## config.mk

```make
export PLATFORM = sky130hd
export DESIGN_NAME = alu_iter_unit
export DESIGN_NICKNAME = d
export VERILOG_FILES = /design/src/rtl/alu_pkg.sv /design/src/rtl/alu_op_decode.sv /design/src/rtl/alu_iter_unit.sv
export SDC_FILE = /design/constraint.sdc
export NUM_CORES = 1
export LEC_CHECK = 0
export BUFFER_PORTS_ARGS = -buffer_cell sky130_fd_sc_hd__buf_4
export CORE_AREA = 2 2 157 120
export DETAILED_ROUTE_END_ITERATION = 10
export DIE_AREA = 0 0 159 122
export PLACE_DENSITY = 0.8
export SLEW_MARGIN = 30
export SYNTH_ARGS = -nofsm -noshare
export SYNTH_HDL_FRONTEND = slang
export SYNTH_SLANG_ARGS = --single-unit
```

## constraint.sdc

```tcl
create_clock -name clk -period 13.6 [get_ports clk]
set_input_delay 1.36 -clock clk [delete_from_list [all_inputs] [get_ports clk]]
set_output_delay 1.36 -clock clk [all_outputs]
set_load 0.1 [all_outputs]
```

## src/rtl/alu_pkg.sv

```systemverilog
// Shared ALU operation codes, FSM state type and helpers for the iterative ALU.
package alu_pkg;

  localparam logic [3:0] ALU_ADD  = 4'b0000;
  localparam logic [3:0] ALU_XOR  = 4'b0001;
  localparam logic [3:0] ALU_AND  = 4'b0010;
  localparam logic [3:0] ALU_SRA  = 4'b0011;
  localparam logic [3:0] ALU_SUB  = 4'b0100;
  localparam logic [3:0] ALU_SLL  = 4'b0101;
  localparam logic [3:0] ALU_SRL  = 4'b0110;
  localparam logic [3:0] ALU_SLT  = 4'b0111;
  localparam logic [3:0] ALU_SLTU = 4'b1000;
  localparam logic [3:0] ALU_OR   = 4'b1001;

  typedef enum logic [1:0] {
    ST_IDLE  = 2'b00,
    ST_SHIFT = 2'b01,
    ST_DONE  = 2'b10
  } alu_state_t;

  function automatic int unsigned clog2(input int unsigned value);
    int unsigned res;
    res = 0;
    while ((32'd1 << res) < value) res = res + 1;
    return res;
  endfunction

endpackage

```

## src/rtl/alu_op_decode.sv

```systemverilog
// Combinational RV32I ALU decoder: ALUD/funct3/funct7 -> 4-bit ALUOp.
module alu_op_decode
  import alu_pkg::*;
(
  input  logic       i_alud,
  input  logic       i_r,
  input  logic [2:0] i_f,
  input  logic       i_f7,
  output logic [3:0] o_alu_op_c
);

  always_comb begin
    o_alu_op_c = ALU_ADD;
    if (i_alud) begin
      case (i_f)
        3'b000:  o_alu_op_c = (i_r && i_f7) ? ALU_SUB : ALU_ADD;
        3'b001:  o_alu_op_c = ALU_SLL;
        3'b010:  o_alu_op_c = ALU_SLT;
        3'b011:  o_alu_op_c = ALU_SLTU;
        3'b100:  o_alu_op_c = ALU_XOR;
        3'b101:  o_alu_op_c = i_f7 ? ALU_SRA : ALU_SRL;
        3'b110:  o_alu_op_c = ALU_OR;
        default: o_alu_op_c = ALU_AND;
      endcase
    end
  end

endmodule

```

## src/rtl/alu_iter_unit.sv

```systemverilog
// Multicycle ALU: single-cycle logic/arith ops, iterative shifter, valid/ready on both sides.
module alu_iter_unit
  import alu_pkg::*;
#(
  parameter int unsigned XLEN       = 32,
  parameter int unsigned SHIFT_STEP = 1
) (
  input  logic            clk,
  input  logic            rst_n,
  input  logic            in_valid,
  output logic            in_ready,
  input  logic            ALUD,
  input  logic            R,
  input  logic [2:0]      F,
  input  logic            F7,
  input  logic [XLEN-1:0] A,
  input  logic [XLEN-1:0] B,
  output logic            out_valid,
  input  logic            out_ready,
  output logic [XLEN-1:0] Y,
  output logic            Z,
  output logic [3:0]      ALUOp
);

  localparam int unsigned SH_W  = clog2(XLEN);
  localparam int unsigned CNT_W = SH_W + 1;
  localparam logic [CNT_W-1:0] STEP = CNT_W'(SHIFT_STEP);

  alu_state_t       r_state;
  logic [XLEN-1:0]  r_work;
  logic [CNT_W-1:0] r_cnt;
  logic [XLEN-1:0]  r_y;
  logic             r_z;
  logic [3:0]       r_op;

  logic [3:0]       w_op;
  logic             w_is_shift;
  logic [CNT_W-1:0] w_shamt;
  logic [XLEN-1:0]  w_alu_y;
  logic [CNT_W-1:0] w_amt;
  logic [XLEN-1:0]  w_shifted;

  alu_op_decode u_dec (
    .i_alud     (ALUD),
    .i_r        (R),
    .i_f        (F),
    .i_f7       (F7),
    .o_alu_op_c (w_op)
  );

  assign w_is_shift = (w_op == ALU_SLL) || (w_op == ALU_SRL) || (w_op == ALU_SRA);
  assign w_shamt    = CNT_W'(B[SH_W-1:0]);

  // Single-cycle result path, evaluated on the live operands at accept.
  always_comb begin
    w_alu_y = '0;
    case (w_op)
      ALU_ADD:  w_alu_y = A + B;
      ALU_SUB:  w_alu_y = A - B;
      ALU_XOR:  w_alu_y = A ^ B;
      ALU_AND:  w_alu_y = A & B;
      ALU_OR:   w_alu_y = A | B;
      ALU_SLT:  w_alu_y = XLEN'($signed(A) < $signed(B));
      ALU_SLTU: w_alu_y = XLEN'(A < B);
      default:  w_alu_y = '0;
    endcase
  end

  // One shifter step of at most SHIFT_STEP positions on the working register.
  always_comb begin
    w_amt     = (r_cnt > STEP) ? STEP : r_cnt;
    w_shifted = r_work >> w_amt;
    case (r_op)
      ALU_SLL: w_shifted = r_work << w_amt;
      ALU_SRA: w_shifted = XLEN'($signed(r_work) >>> w_amt);
      default: w_shifted = r_work >> w_amt;
    endcase
  end

  always_ff @(posedge clk or negedge rst_n) begin
    if (!rst_n) begin
      r_state <= ST_IDLE;
      r_work  <= '0;
      r_cnt   <= '0;
      r_y     <= '0;
      r_z     <= 1'b1;
      r_op    <= ALU_ADD;
    end else begin
      case (r_state)
        ST_IDLE: begin
          if (in_valid) begin
            r_op <= w_op;
            if (w_is_shift) begin
              r_work <= A;
              r_cnt  <= w_shamt;
              if (w_shamt == '0) begin
                r_y     <= A;
                r_z     <= (A == '0);
                r_state <= ST_DONE;
              end else begin
                r_state <= ST_SHIFT;
              end
            end else begin
              r_y     <= w_alu_y;
              r_z     <= (w_alu_y == '0);
              r_state <= ST_DONE;
            end
          end
        end
        ST_SHIFT: begin
          r_work <= w_shifted;
          r_cnt  <= r_cnt - w_amt;
          if (r_cnt == w_amt) begin
            r_y     <= w_shifted;
            r_z     <= (w_shifted == '0);
            r_state <= ST_DONE;
          end
        end
        ST_DONE: begin
          if (out_ready) r_state <= ST_IDLE;
        end
        default: r_state <= ST_IDLE;
      endcase
    end
  end

  assign in_ready  = (r_state == ST_IDLE);
  assign out_valid = (r_state == ST_DONE);
  assign Y         = r_y;
  assign Z         = r_z;
  assign ALUOp     = r_op;

endmodule

```

==> results of run 1 <==
## stage by stage
stage	setup slack [ns]	hold slack, ns	util	total power, mW
after global routing	7.521	0.5080	0.6485	1.972
after detailed placement	7.656	0.4671	0.6330	1.615
final	7.860	0.4777	0.6487	1.883
after CTS	7.971	0.4836	0.6485	1.852
after floorplan	8.386	0.4635	-	1.288
after global placement	7.757	0.4639	0.6328	1.597
## worst min-delay path: cells and delay by family, from the launching register on
kind | cells | cell delay, ns
flops | 1 | 0.34
simple gates | 1 | 0.05
compound gates | 1 | 0.05
## layout by cell type (no fill, tap or decap), types with 11 or more instances in the layout
cell and count:
nor3_1 19, o21ai_0 115, a31oi_1 23, a211oi_1 43, o21bai_1 13, dfrtp_1 76
nor2b_1 16, o21a_1 11, nand2_1 178, nor4_1 22, buf_4 127, and3_1 13
a21o_1 32, o31ai_1 20, ha_1 115, nand3_1 26, o211ai_1 15, nor2_1 132
a21oi_1 180, and2_1 11, mux2_2 16, inv_1 104
## sequential cells by signal (all words and copies together), names as in the netlist
signal / count
r_state: 2
Y: 32
Z: 1
ALUOp: 4
r_cnt: 6
r_work: 32
## cells by family (layout without fill, tap and decap cells)
kind of cell             Yosys count  in the layout
adder cells (fa/ha/maj)          117            117
XOR/XNOR                           2              2
other                              0              2
AND/OR/NAND/NOR                  497            497
flip-flops                        77             77
buffers and inverters            207            248
multiplexers                      27             27
AO/OA/AOI/OAI                    565            565
## layer usage
layer | global-route usage | vias to the layer above | wire [µm]
li1 | - | 5502 | -
met1 | 0.6196 | 5664 | 17660
met2 | 0.6136 | 963 | 16890
met3 | 0.1267 | 133 | 6283
met4 | 0.1352 | 0 | 1581
met5 | 0 | - | 0
## power groups by stage
stage / Combinational [mW] / Sequential, mW / Clock (mW)
3_5_place_dp: 1.16 / 0.450 / 0
6_report: 1.19 / 0.453 / 0.235
3_3_place_gp: 1.15 / 0.446 / 0
5_1_grt: 1.26 / 0.467 / 0.246
2_1_floorplan: 0.495 / 0.793 / 0
4_1_cts: 1.17 / 0.448 / 0.235
## layout make-up
| type | instances | area [µm²] | area share |
|---|---|---|---|
| multi-input combinational | 1208 | 7850 | 0.6694 |
| sequential | 77 | 1928 | 0.1644 |
| timing repair buffer | 128 | 964.7 | 0.08226 |
| inverter | 104 | 390.4 | 0.03329 |
| tap | 247 | 309.0 | 0.02635 |
| clock buffer | 9 | 225.2 | 0.01920 |
| clock inverter | 7 | 55.05 | 0.004694 |
| antenna | 2 | 5.005 | 0.0004268 |
## final timing paths
kind,endpoint,slack (ns),cells past startpoint
min reg2reg,Y[27]$_DFFE_PN0P_,0.48,2
max reg2reg,Z$_DFFE_PN1P_,7.92,16
max in group asynchronous,Y[30]$_DFFE_PN0P_,12.01,1
min in group asynchronous,r_work[7]$_DFFE_PN0P_,1.04,1
min,Y[27]$_DFFE_PN0P_,0.48,2
max,Z$_DFFE_PN1P_,7.86,15
==> impl_metrics.yaml, run 1 <==
critical_path:
  cp_top_family: "compound AO/OA/AOI/OAI gates"
  r2r-start: "r_cnt[2]$_DFFE_PN0P_"
  cp_slowest_cell: "o21bai_1"
  cp-end-kind: "register"
  cp-startpoint: "A[0]"
  crit_path_start_kind: "primary input"
  crit_chain: "buf_4 > inv_1 > ha_1 > fa_1 > o21bai_1 > a311oi_1 > o21bai_1 > a311o_1 > a21oi_1 > a221o_1 > a221o_1 > or4b_1 > or4_1 > or4_1 > o41ai_2"
  critPathBufInv: 2
  worstPathRequired_ns: 13.83
  critical_path_class: "primary input to register"
  arrival_ns: 5.97
  cpPeakStageDelay_ns: 0.50
  path_max_fanout: 7
synth:
  ys_seq_area_frac: 0.1830
  synth_edf_count: 0
  ys_types: 84
  synth_xor_area_frac: 0.001662
  synthAdderAreaFrac: 0.1403
  ys_ff_latch: 77
  synthMuxAreaShare: 0.02802
  synthCells: 1492
  synth_compound_area_frac: 0.3466
  synth-simple-area-share: 0.2246
  synth.area.top_cells: "dfrtp_1, ha_1, a21oi_1"
  netlist_area_mm2: 0.01054
  yosysTopAreaCell: "dfrtp_1"
  yosys_warnings: 0
  synthTopCellsByCount: "a21oi_1, nand2_1, nor2_1, ha_1, o21ai_0"
  synth_nets: 1683
  yosysMostFrequentCell: "a21oi_1"
  synthArstFlopShare: 1.000
  synth_top_area_share: 0.1805
  synth_top_family_by_area: "compound AO/OA/AOI/OAI gates"
  postSynthAreaPerCell_um2: 7.064
  ys_dominant_reg_cell: "dfrtp_1"
power_and_ir_drop:
  pwr-share-seq: 0.241
  internal_power_mw: 0.7893
  p_comb_frac: 0.635
  pwr-share-clk: 0.125
  switchingPower_mw: 1.093
  p_per_area_mw_per_mm2: 160.5
  max-vdd-ir-drop_mv: 0.2164
  p_leak_nw: 5.388
  sw_frac_of_total: 0.5807
cells_and_area:
  instances_no_fill: 1782
  layout-drive-gt1-share: 0.1226
  fillCellCount: 1643
  finalInstanceArea_mm2: 0.01173
  areaGrowthSynthToFinish_pct: 11.28
  nNetsFinal: 1719
die:
  initial_core_util: 0.5830
  dieArea_mm2: 0.01940
  io_pins: 113
  chipHeight_um: 122
  dieWidth_um: 159
  coreArea_mm2: 0.01808
  rows: 43
placed_design:
  numPlacedInstances: 1764
  routabilityCongestion: 1.045
  port_buffers: 112
  placed_cell_area_mm2: 0.01144
  dp.final_hpwl_um: 32110
detailed_routing:
  drt_first_iter_violations: 1998
  remaining_drc_errors: 0
  wl_per_cell_um: 23.80
  vias_per_cell: 6.881
  wl_um: 42410
  dr.pass1.iters: 7
  via_count: 12260
  postRouteAntennaNets: 0
worst_hold_path:
  min_path_type: "register to register"
  worstHoldStart: "Y[27]$_DFFE_PN0P_"
grt:
  grt-ovfl-total: 0
  grt_pass1_wl_um: 64990
  grt_pass1_vias: 10890
  grt.total_usage: 0.4292
  antenna_found_initial: 2
  grt_max_degree: 81
timing:
  period_needed_ns: 5.740
  fin_worst_skew_ns: 0.01215
  setup_viol: 0
  maxSlewHeadroom: 0.3857
  tightestPinTransition_ns: 0.9214
  grt_setup_unrepaired: "no"
  tns_ns: 0
  hold_viol: 0
  max_clock_freq_mhz: 174.2
  final-max-slew-violation-count: 0
  period_share: 0.4220
clock_network:
  ctsHoldBuffers: 0
  post-cts-setup-buffer-count: 0
  cts_tree: "built"
  cts.path.max_buffers: 2
  cts-root-buf: "clkbuf_16"
  clk_pin_slew_ns: 0.06
  cts_max_level: 3
  insertion_delay_ns: 0.34
  clock-sinks: 77
  cts_made_buffers: 9
  post_cts_resized: 0
status:
  status: "complete, no violations"
flow_run:
  drv_cap: 0
Note: power is estimated with default switching activity, not from simulation.
==> run 2, diff against run 1 <==
==> constraint.sdc (replaced) <==
create_clock -name clk -period 5.8 [get_ports clk]
set_input_delay 0.58 -clock clk [delete_from_list [all_inputs] [get_ports clk]]
set_output_delay 0.58 -clock clk [all_outputs]
set_load 0.1 [all_outputs]
==> run 2 against run 1 <==
Against the previous run: clock skew fell by 0.0030 ns; final cell count rose by 0.11%; non-clock buffer count rose by 3.
==> impl_metrics.yaml, run 2 (synthesized netlist as in run 1, its figures left out) <==
critical_path:
  cp.depth: 15
  cpPeakStageDelay_ns: 0.67
  path_max_fanout: 32
  cp-end-kind: "register"
  cp_top_family: "simple AND/OR/NAND/NOR gates"
  cp_slowest_cell: "or4_4"
  critical_path_class: "register to register"
  rrSetupSlack_ns: 0.58
  crit_path_start_kind: "register"
  timing.rr.end: "Z$_DFFE_PN1P_"
  r2r-start: "r_cnt[2]$_DFFE_PN0P_"
  critPathBufInv: 0
  arrival_ns: 5.46
  r2r_cells: 15
  cp_common_cell: "or4_1"
  worstPathRequired_ns: 6.04
  crit_chain: "or3_1 > or4_4 > nand2b_1 > ha_1 > and2b_1 > a31oi_1 > or3_2 > nor2b_1 > nor4_1 > o221ai_1 > nor3_1 > nand4_1 > or4_1 > or4_1 > o41ai_2"
power_and_ir_drop:
  max-vdd-ir-drop_mv: 0.4613
  p_per_area_mw_per_mm2: 379.8
  p_leak_nw: 5.421
clock_network:
  cts.path.max_buffers: 2
  ctsHoldBuffers: 0
  post-cts-setup-buffer-count: 0
  post_cts_resized: 0
  cts_tree: "built"
  cts_made_buffers: 9
  clk_pin_slew_ns: 0.06
  insertion_delay_ns: 0.34
  cts-root-buf: "clkbuf_16"
  cts_max_level: 3
  clock-sinks: 77
grt:
  grt-ovfl-total: 0
  grt.total_usage: 0.4225
  grt_pass1_vias: 10510
  grt_pass1_wl_um: 63400
  grt_max_degree: 80
  antenna_found_initial: 1
die:
  coreArea_mm2: 0.01808
  io_pins: 113
  chipHeight_um: 122
  initial_core_util: 0.5830
  dieWidth_um: 159
  dieArea_mm2: 0.01940
  rows: 43
cells_and_area:
  areaGrowthSynthToFinish_pct: 11.85
  finish.utilization: 0.6521
  nNetsFinal: 1722
  instances_no_fill: 1784
  layout-drive-gt1-share: 0.1250
  final_common_cell: "a21oi_1"
  layout_common_cells: "a21oi_1, nand2_1, nor2_1"
timing:
  setup_viol: 0
  tns_ns: 0
  period_share: 0.8993
  fin_worst_skew_ns: 0.009194
  grt_setup_unrepaired: "no"
  hold_viol: 0
  tightestPinTransition_ns: 0.9565
  final-max-slew-violation-count: 0
  maxSlewHeadroom: 0.3623
  period_needed_ns: 5.216
  max_clock_freq_mhz: 191.7
placed_design:
  dp.final_hpwl_um: 32250
  port_buffers: 112
  routabilityCongestion: 1.034
  numPlacedInstances: 1767
detailed_routing:
  via_count: 12260
  wl_um: 42160
  dr.pass1.iters: 6
  drt_first_iter_violations: 1760
  wl_per_cell_um: 23.63
  remaining_drc_errors: 0
  vias_per_cell: 6.870
  postRouteAntennaNets: 0
status:
  status: "complete, no violations"
flow_run:
  drv_cap: 0
worst_hold_path:
  min_path_type: "primary input to asynchronous set/reset pin"
run 2: cell type report:
cell class	count	area, µm²
clock inverters	5	65.06
well taps	247	309.0
clock buffers	11	252.7
diodes	1	2.502
inverters	104	390.4
flip-flops and latches	77	1928
repair buffers	131	987.2
multi-input cells	1208	7853
fillers	1701	6290
run 2: per-layer routing:
layer | wire [µm] | GRT usage | vias up
met1 | 17710 | 0.6002 | 5700
met4 | 1627 | 0.1369 | 0
li1 | - | - | 5517
met2 | 16570 | 0.5894 | 902
met5 | 0 | 0 | -
met3 | 6247 | 0.1556 | 137
run 2: worst max-delay path by stage:
stage                                    start             to  slack [ns]
after floorplan           r_cnt[3]$_DFFE_PN0P_  Z$_DFFE_PN1P_        0.95
after global placement                    A[0]  Z$_DFFE_PN1P_        0.72
after detailed placement                  A[0]  Z$_DFFE_PN1P_        0.58
after CTS                 r_cnt[2]$_DFFE_PN0P_  Z$_DFFE_PN1P_        0.66
after global routing      r_cnt[2]$_DFFE_PN0P_  Z$_DFFE_PN1P_        0.32
final                     r_cnt[2]$_DFFE_PN0P_  Z$_DFFE_PN1P_        0.58
run 2: where the power goes:
group | switching, mW | total [mW] | leakage [nW] | internal, mW
registers | 0.280 | 1.07 | 0.946 | 0.790
logic | 2.04 | 2.80 | 4.32 | 0.766
clock network | 0.242 | 0.604 | 0.157 | 0.362
total | 2.56 | 4.48 | 5.42 | 1.92
run 2: through the flow:
stage	hold WS, ns	worst slack, ns	instance area (µm²)	power [mW]
after global placement	0.4597	0.7236	11460	3.754
after detailed placement	0.4671	0.5770	11460	3.790
after global routing	0.3139	0.3234	11790	4.673
after CTS	0.4373	0.6581	11780	4.397
after floorplan	0.2844	0.9547	10540	3.020
final	0.2533	0.5841	11790	4.477
